$ cat config.mk
export PLATFORM = sky130hd
export DESIGN_NAME = muldiv_ctrl
export DESIGN_NICKNAME = d
export VERILOG_FILES = /design/src/rtl/muldiv_pkg.sv /design/src/rtl/muldiv_div_step.sv /design/src/rtl/muldiv_ctrl.sv
export SDC_FILE = /design/constraint.sdc
export NUM_CORES = 1
export LEC_CHECK = 0
export ABC_CLOCK_PERIOD_IN_PS = 17000
export BUFFER_PORTS_ARGS = -buffer_cell sky130_fd_sc_hd__buf_4
export CORE_AREA = 2 2 204 206
export DETAILED_ROUTE_END_ITERATION = 10
export DIE_AREA = 0 0 206 208
export GPL_TIMING_DRIVEN = 0
export HOLD_SLACK_MARGIN = 0.08
export PLACE_DENSITY = 0.55
export SLEW_MARGIN = 40
export SYNTH_ARGS = -nofsm -noshare
export SYNTH_HDL_FRONTEND = slang
export SYNTH_SLANG_ARGS = --single-unit
export TNS_END_PERCENT = 10
$ cat constraint.sdc
create_clock -name clk -period 17 [get_ports clk]
set_input_delay 3.4 -clock clk [delete_from_list [all_inputs] [get_ports clk]]
set_output_delay 3.4 -clock clk [all_outputs]
set_load 0.02 [all_outputs]
$ cat src/rtl/muldiv_pkg.sv
// Shared definitions for the multiply/divide unit: op encodings, FSM states
// and small decode helpers also used by the decode stage.
package muldiv_pkg;

  localparam int unsigned CNT_W = 5;
  localparam logic [CNT_W-1:0] LAST_STEP = 5'd31;

  typedef enum logic [1:0] {
    OP_MULT  = 2'b00,
    OP_MULTU = 2'b01,
    OP_DIV   = 2'b10,
    OP_DIVU  = 2'b11
  } op_e;

  typedef enum logic [1:0] {
    ST_IDLE = 2'b00,
    ST_CALC = 2'b01,
    ST_FIX  = 2'b10,
    ST_DONE = 2'b11
  } state_e;

  function automatic logic op_is_div(input logic [1:0] op);
    return (op == OP_DIV) || (op == OP_DIVU);
  endfunction

  function automatic logic op_is_signed(input logic [1:0] op);
    return (op == OP_MULT) || (op == OP_DIV);
  endfunction

endpackage

$ cat src/rtl/muldiv_div_step.sv
// One restoring-division step: trial-subtract the divisor from the shifted
// partial remainder and keep the difference only when it did not go negative.
module div_step #(
  parameter int WIDTH = 32
) (
  input  logic [WIDTH:0]   rem_in,
  input  logic [WIDTH-1:0] divisor,
  output logic [WIDTH-1:0] rem_out,
  output logic             q_bit
);

  logic [WIDTH:0] diff;

  // rem_in < 2*divisor, so the difference always fits in WIDTH+1 bits signed.
  always_comb begin
    diff    = rem_in - {1'b0, divisor};
    q_bit   = ~diff[WIDTH];
    rem_out = q_bit ? diff[WIDTH-1:0] : rem_in[WIDTH-1:0];
  end

endmodule

$ cat src/rtl/muldiv_ctrl.sv
// Iterative MULT/MULTU/DIV/DIVU unit: 32 one-bit steps on operand magnitudes,
// then a sign-fix cycle; stalls the pipeline while busy, cancellable by flush.
module muldiv_ctrl
  import muldiv_pkg::*;
#(
  parameter int WIDTH = 32
) (
  input  logic             clk,
  input  logic             rst,
  input  logic             start,
  input  logic [1:0]       op,
  input  logic [WIDTH-1:0] a,
  input  logic [WIDTH-1:0] b,
  input  logic             cancel,
  output logic             stall,
  output logic             done,
  output logic [WIDTH-1:0] hi,
  output logic [WIDTH-1:0] lo
);

  state_e             state_q, state_d;
  logic [CNT_W-1:0]   cnt_q, cnt_d;
  logic               div_q, div_d;
  logic               neg_q, neg_d;
  logic               negr_q, negr_d;
  logic [WIDTH-1:0]   mcand_q, mcand_d;
  logic [2*WIDTH-1:0] acc_q, acc_d;
  logic [WIDTH-1:0]   hi_q, hi_d;
  logic [WIDTH-1:0]   lo_q, lo_d;

  logic               accept;
  logic               sgn_in;
  logic [WIDTH-1:0]   a_mag, b_mag;
  logic [WIDTH:0]     mul_sum;
  logic [2*WIDTH-1:0] mul_next, div_next, prod;
  logic [WIDTH:0]     rem_shift;
  logic [WIDTH-1:0]   rem_out;
  logic               q_bit;

  div_step #(.WIDTH(WIDTH)) u_div_step (
    .rem_in  (rem_shift),
    .divisor (mcand_q),
    .rem_out (rem_out),
    .q_bit   (q_bit)
  );

  // Magnitude of 0x80000000 is 0x80000000, exact as an unsigned 32-bit value.
  always_comb begin
    accept = start && !cancel && (state_q == ST_IDLE || state_q == ST_DONE);
    stall  = !rst && !cancel &&
             (accept || state_q == ST_CALC || state_q == ST_FIX);
    done   = (state_q == ST_DONE);
    sgn_in = op_is_signed(op);
    a_mag  = (sgn_in && a[WIDTH-1]) ? -a : a;
    b_mag  = (sgn_in && b[WIDTH-1]) ? -b : b;

    // acc = {partial high word, multiplier being shifted out}
    mul_sum  = {1'b0, acc_q[2*WIDTH-1:WIDTH]} + (acc_q[0] ? {1'b0, mcand_q} : '0);
    mul_next = {mul_sum, acc_q[WIDTH-1:1]};

    // acc = {partial remainder, dividend being shifted in / quotient shifted out}
    rem_shift = acc_q[2*WIDTH-1:WIDTH-1];
    div_next  = {rem_out, acc_q[WIDTH-2:0], q_bit};

    prod = neg_q ? -acc_q : acc_q;
  end

  always_comb begin
    state_d = state_q;
    cnt_d   = cnt_q;
    div_d   = div_q;
    neg_d   = neg_q;
    negr_d  = negr_q;
    mcand_d = mcand_q;
    acc_d   = acc_q;
    hi_d    = hi_q;
    lo_d    = lo_q;

    if (cancel) begin
      state_d = ST_IDLE;
    end else begin
      case (state_q)
        ST_IDLE, ST_DONE: begin
          state_d = ST_IDLE;
          if (accept) begin
            div_d   = op_is_div(op);
            neg_d   = sgn_in && (a[WIDTH-1] ^ b[WIDTH-1]);
            negr_d  = sgn_in && a[WIDTH-1];
            mcand_d = b_mag;
            acc_d   = {{WIDTH{1'b0}}, a_mag};
            cnt_d   = '0;
            if (op_is_div(op) && b == '0) begin
              state_d = ST_DONE;
              hi_d    = a;
              lo_d    = '1;
            end else begin
              state_d = ST_CALC;
            end
          end
        end
        ST_CALC: begin
          acc_d = div_q ? div_next : mul_next;
          cnt_d = cnt_q + 1'b1;
          if (cnt_q == LAST_STEP) state_d = ST_FIX;
        end
        ST_FIX: begin
          state_d = ST_DONE;
          if (div_q) begin
            lo_d = neg_q  ? -acc_q[WIDTH-1:0]       : acc_q[WIDTH-1:0];
            hi_d = negr_q ? -acc_q[2*WIDTH-1:WIDTH] : acc_q[2*WIDTH-1:WIDTH];
          end else begin
            lo_d = prod[WIDTH-1:0];
            hi_d = prod[2*WIDTH-1:WIDTH];
          end
        end
        default: state_d = ST_IDLE;
      endcase
    end
  end

  always_ff @(posedge clk or posedge rst) begin
    if (rst) begin
      state_q <= ST_IDLE;
      cnt_q   <= '0;
      div_q   <= 1'b0;
      neg_q   <= 1'b0;
      negr_q  <= 1'b0;
      mcand_q <= '0;
      acc_q   <= '0;
      hi_q    <= '0;
      lo_q    <= '0;
    end else begin
      state_q <= state_d;
      cnt_q   <= cnt_d;
      div_q   <= div_d;
      neg_q   <= neg_d;
      negr_q  <= negr_d;
      mcand_q <= mcand_d;
      acc_q   <= acc_d;
      hi_q    <= hi_d;
      lo_q    <= lo_d;
    end
  end

  assign hi = hi_q;
  assign lo = lo_q;

endmodule

==> results.ini, run 1 <==
[outcome]
status=completed

[critical_path]
rr_endpoint=hi[10]$_DFFE_PP0P_
crit_end=stall
r2r_setup_slack_ns=12.37
start_kind=input port
rr_startpoint=acc_q[0]$_DFFE_PP0P_
critical_path_class=input port to primary output
critPathLaunch=start
crit_path_end_kind=primary output
worstPathArrival_ns=4.48
worstPathMaxFanout=4
crit_required_ns=13.60
rr_worst_depth=13

[yosys]
ys.flop_type=dfrtp_1
netlist_top_cells_area=dfrtp_1 30%, o21ai_0 7.4%, ha_1 6.5%, xor2_1 5.9%, nand2_1 5.6%
synth_edf_count=0
synth-seq-cells=170
syn_nets=1887
synth.yosys.seq_area_share_pct=30.3
async_reset_ff_share_pct=100
postSynthAreaPerCell_um2=8.05
synth_area_um2=14000
yosysTopAreaCell=dfrtp_1
syn_inst=1742
yosysWarnings=0
yosysUniqueCellTypes=78
synth_top_area_share_pct=30.3

[pwr]
powerDensity_nw_per_um2=189
finalPower_mw=3.09
p_leak_nw=7.21
ir_worst_vdd_v=0.0000710

[floorplan]
io_pins=136
dieHeight_um=208
initial_core_util_pct=34.6
die_x_um=206
dieArea_um2=42800
num_rows=74
core_area_um2=40600

[global_routing]
grt_pass1_vias=12800
grt_usage_pct=22.2
grt_max_degree=76
grt_antenna_before_repair=0
grt_first_pass_wirelength_um=73900
grt_overflow=0

[routing]
viasPerCell=5.45
wl_per_cell_um=19.6
remaining_drc_errors=0
drt.antenna.violating_nets=0
num_vias=13300
first_pass_iters=5
drt-initial-drc-count=1084
drt-total-wl_um=47800

[layout]
syn2layout_area_growth_pct=16.6
drive_gt1_share_pct=11.3
final_cell_mix=210 x nand2_1, 208 x o21ai_0, 170 x dfrtp_1
final_common_cell=nand2_1
nNetsFinal=2042
diodes=0
fin_util_pct=40.3

[sta]
skew_ns=0.0119
slew_viol_final=0
slew-limit-headroom_pct=43.0
min_period_over_period_pct=46.3
setup_viol=0
max_freq_mhz=127
fin_tns_setup_ns=0
grt_setup_unrepaired=no
period_needed_ns=7.88
finalHoldViolations=0
worst_pin_slew_ns=0.854

[clocking]
h-tree-depth=4
post_cts_buffers=0
path_clk_slew_ns=0.07
root_buffer=clkbuf_16
cts_inserted_buffers=17
hold_buffers=0
cts_tree=done
cts_resized=0
cts.sinks=170
clk_latency_ns=0.46
cts_buffer_depth=2

[run]
cap_violations=0

[placed_design]
gp_congestion=0.940
portBuffers=134
place.detailed.hpwl_um=38300

[hold_path]
hold_path_class=flop to flop

[worst min path at each step]
| stage | slack [ns] | end | cells after the start | start |
|---|---|---|---|---|
| finish | 0.48 | cnt_q[3]$_DFFE_PP0P_ | 1 | cnt_q[3]$_DFFE_PP0P_ |
| CTS | 0.48 | cnt_q[3]$_DFFE_PP0P_ | 1 | cnt_q[3]$_DFFE_PP0P_ |
| global route | 0.50 | cnt_q[3]$_DFFE_PP0P_ | 1 | cnt_q[3]$_DFFE_PP0P_ |
| detailed placement | 0.46 | cnt_q[3]$_DFFE_PP0P_ | 1 | cnt_q[3]$_DFFE_PP0P_ |
| floorplan | 0.44 | cnt_q[3]$_DFFE_PP0P_ | 1 | cnt_q[3]$_DFFE_PP0P_ |
| global placement | 0.46 | cnt_q[3]$_DFFE_PP0P_ | 1 | cnt_q[3]$_DFFE_PP0P_ |
[state kept, by name, indices dropped and copies added (netlist names)]
name / flops
state_q: 2
div_q: 1
lo: 32
mcand_q: 32
cnt_q: 5
hi: 32
acc_q: 64
negr_q: 1
neg_q: 1
[power by group]
| group | switching, mW | leakage [nW] | internal, mW |
|---|---|---|---|
| Sequential | 0.183 | 2.08 | 0.569 |
| Clock | 0.176 | 0.283 | 0.235 |
| Combinational | 1.20 | 4.84 | 0.731 |
[critical path, cell delays in order]
cell and delay [ns]:
buf_4 0.13, nand2_1 0.21, a211oi_1 0.50, buf_4 0.24
[metal layers]
layer / track usage (%) / wire [um]
met1: 30.3 / 22100
met5: 0 / 0
met4: 8.13 / 1440
met2: 36.1 / 22100
met3: 2.35 / 2130
[cell families (layout without fill, tap and decap cells)]
logic type,after synthesis,in the layout,share of synthesized area [%]
AO/OA/AOI/OAI,551,551,23.8
AND/OR/NAND/NOR,528,528,17.5
XOR/XNOR,173,173,10.8
flip-flops,170,170,30.3
buffers and inverters,160,327,4.62
multiplexers,85,85,6.14
adder cells (fa/ha/maj),75,75,6.80
[per-stage QoR]
stage | instance area (um2) | worst slack (ns) | cells | hold slack (ns)
after floorplan | 14000 | 9.00 | 1742 | 0.437
after global placement | 15700 | 6.68 | 2408 | 0.457
after detailed placement | 15800 | 9.18 | 2410 | 0.463
after CTS | 16400 | 9.18 | 2441 | 0.475
after global routing | 16400 | 9.16 | 2441 | 0.497
final | 16400 | 9.12 | 2441 | 0.478
[Yosys cell counts (15+ instances only)]
library cell and instances:
nand2_1 210, o21ai_0 208, dfrtp_1 170, nor2_1 144, a21oi_1 104, xor2_1 95, clkbuf_1 80, xnor2_1 78
mux2i_1 76, ha_1 73, inv_1 59, a21o_1 42, a31oi_1 41, nor3_1 28, o31ai_1 24, o21ai_1 20
nand3_1 19, nand2b_1 17, nor4_1 16, a22oi_1 15, or3_1 15
[final cells by class]
type	instances	area, um2
clock buffer	21	450
tap	532	666
clock inverter	10	145
fill	4251	24200
buffer	100	424
multi-input combinational	1412	9130
timing repair buffer	136	1060
sequential	170	4250
inverter	60	233
Power figures use the tool's default switching activity.
==> inputs of run 2 (changes only) <==
Settings changed: ABC_CLOCK_PERIOD_IN_PS 17000 to 7200, PLACE_DENSITY 0.55 to 0.57.
Clock period 17 ns to 7.2 ns, I/O delays scaled along.
==> results.ini, run 2 (synthesized netlist as in run 1, its figures left out) <==
[routing]
wl_per_cell_um=19.3  ; -1.7%
drt-initial-drc-count=919  ; -15%
first_pass_iters=5  ; unchanged
remaining_drc_errors=0  ; unchanged
num_vias=13200  ; -0.49%
drt.antenna.violating_nets=0  ; unchanged
viasPerCell=5.42  ; -0.57%
drt-total-wl_um=47000  ; -1.6%

[critical_path]
crit_required_ns=7.57  ; -6.03 ns
worstPathArrival_ns=5.08  ; +0.60 ns
start_kind=flop
worstPathMaxFanout=10  ; +6
crit_path_end_kind=flop
r2r_setup_slack_ns=2.49  ; -9.88 ns
critical_path_class=flop to flop

[pwr]
ir_worst_vdd_v=0.000139  ; +96%
swShare_pct=50.9  ; +0.51 points
seqPwrFrac_pct=24.4  ; about the same
finalPower_mw=7.25  ; +130%
p_switching_mw=3.69  ; +140%
powerDensity_nw_per_um2=444  ; +130%
internal-power_mw=3.56  ; +130%
p_comb_share_pct=62.6  ; +0.2 points
p_clk_share_pct=13.0  ; -0.3 points
p_leak_nw=7.20  ; -0.17%

[floorplan]
num_rows=74  ; unchanged
io_pins=136  ; unchanged
die_x_um=206  ; unchanged
initial_core_util_pct=34.6  ; unchanged
core_area_um2=40600  ; unchanged
dieHeight_um=208  ; unchanged
dieArea_um2=42800  ; unchanged

[placed_design]
place.detailed.hpwl_um=37700  ; -1.6%
gp_congestion=0.940  ; about the same
portBuffers=134  ; unchanged
dp_cells=2410  ; unchanged

[run]
cap_violations=0  ; unchanged

[sta]
max_freq_mhz=212
slew-limit-headroom_pct=41.8  ; -1.3 points
worst_pin_slew_ns=0.874  ; +0.0193 ns
setup_viol=0  ; unchanged
min_period_over_period_pct=65.4
grt_setup_unrepaired=no
slew_viol_final=0  ; unchanged
skew_ns=0.0175  ; +0.00555 ns
finalHoldViolations=0  ; unchanged
period_needed_ns=4.71

[layout]
fin_util_pct=40.3  ; about the same
largest-register=acc_q
drive_gt1_share_pct=11.4  ; +0.15 points
final_cell_mix=210 x nand2_1, 208 x o21ai_0, 170 x dfrtp_1
syn2layout_area_growth_pct=16.5  ; about the same
nNetsFinal=2042  ; unchanged
final_common_cell=nand2_1
largest_reg_flops=64  ; unchanged
final_cells=2443  ; +0.082%

[clocking]
h-tree-depth=4  ; unchanged
path_clk_slew_ns=0.08  ; about the same
root_buffer=clkbuf_16
cts_inserted_buffers=17  ; unchanged
clk_latency_ns=0.46  ; about the same
post_cts_buffers=0  ; unchanged
cts_tree=done
cts_buffer_depth=2  ; unchanged
hold_buffers=0  ; unchanged
cts.sinks=170  ; unchanged
cts_resized=0  ; unchanged

[global_routing]
grt_usage_pct=21.9  ; -0.32 points
grt_pass1_vias=12800  ; -0.27%
grt_antenna_before_repair=1  ; +1
grt_overflow=0  ; unchanged
grt_max_degree=67  ; -12%
grt_first_pass_wirelength_um=72800  ; -1.5%

[hold_path]
hold_path_class=flop to flop

[outcome]
status=completed

run 2: cell count changes in the layout (fill, tap and decap cells not counted), moves of 2 or more:
cell	before	now
inv_6	0	4
clkinvlp_4	2	4
inv_8	1	3
clkbuf_1	82	80
clkinv_4	4	2
bufinv_16	3	1
run 2: worst max-delay path: stages (launching register included):
cell and delay, ns:
dfrtp_1 0.50, inv_1 0.43, buf_1 0.64, ha_1 0.32, nor3b_1 0.35, nand4_1 0.30
nand3b_1 0.40, or2b_1 0.43, nand2_1 0.16, buf_2 0.27, o21ai_0 0.16, xor2_1 0.31
mux2i_1 0.15, o21ai_0 0.19
run 2: worst paths after layout:
check | start | endpoint | cells after the start
worst max-delay path | acc_q[0]$_DFFE_PP0P_ | hi[8]$_DFFE_PP0P_ | 13
worst min-delay path | cnt_q[3]$_DFFE_PP0P_ | cnt_q[3]$_DFFE_PP0P_ | 1
worst max register to register | acc_q[0]$_DFFE_PP0P_ | hi[8]$_DFFE_PP0P_ | 13
worst min register to register | cnt_q[3]$_DFFE_PP0P_ | cnt_q[3]$_DFFE_PP0P_ | 1
max in group asynchronous | rst | mcand_q[25]$_DFFE_PP0P_ | 4
min in group asynchronous | rst | lo[14]$_DFFE_PP0P_ | 2
run 2: power by group through the flow:
| stage | Sequential [mW] | Clock (mW) | Combinational (mW) |
|---|---|---|---|
| floorplan | 1.81 | 0 | 3.02 |
| global placement | 1.77 | 0 | 4.45 |
| detailed placement | 1.78 | 0 | 4.49 |
| CTS | 1.76 | 0.958 | 4.51 |
| global route | 1.82 | 0.993 | 5.01 |
| finish | 1.77 | 0.944 | 4.54 |
run 2: final cells by class:
class,instances,area [um2]
diodes,1,2.50
plain buffers,100,424
clock buffers,19,443
clock inverters,13,135
fillers,4248,24200
inverters,60,233
multi-input cells,1412,9130
flip-flops and latches,170,4250
well taps,532,666
repair buffers,136,1060
run 2: routing by layer:
| metal | share of wire [%] | vias to the layer above | wire [um] | global-route usage, % |
|---|---|---|---|---|
| met2 | 46 | 409 | 21500 | 34.8 |
| met5 | 0 | - | 0 | 0 |
| li1 | - | 6533 | - | - |
| met4 | 3.3 | 0 | 1560 | 9.06 |
| met1 | 46 | 6213 | 21800 | 30.1 |
| met3 | 4.6 | 87 | 2150 | 2.30 |
run 2: stage by stage:
stage	setup TNS [ns]	hold slack, ns	setup slack (ns)	cell area, um2
after CTS	0	0.478	2.55	16300
after detailed placement	0	0.466	2.49	15800
after global routing	0	0.505	2.31	16300
after global placement	-181.49	0.456	-1.10	15700
final	0	0.477	2.49	16300
after floorplan	0	0.437	1.16	14000
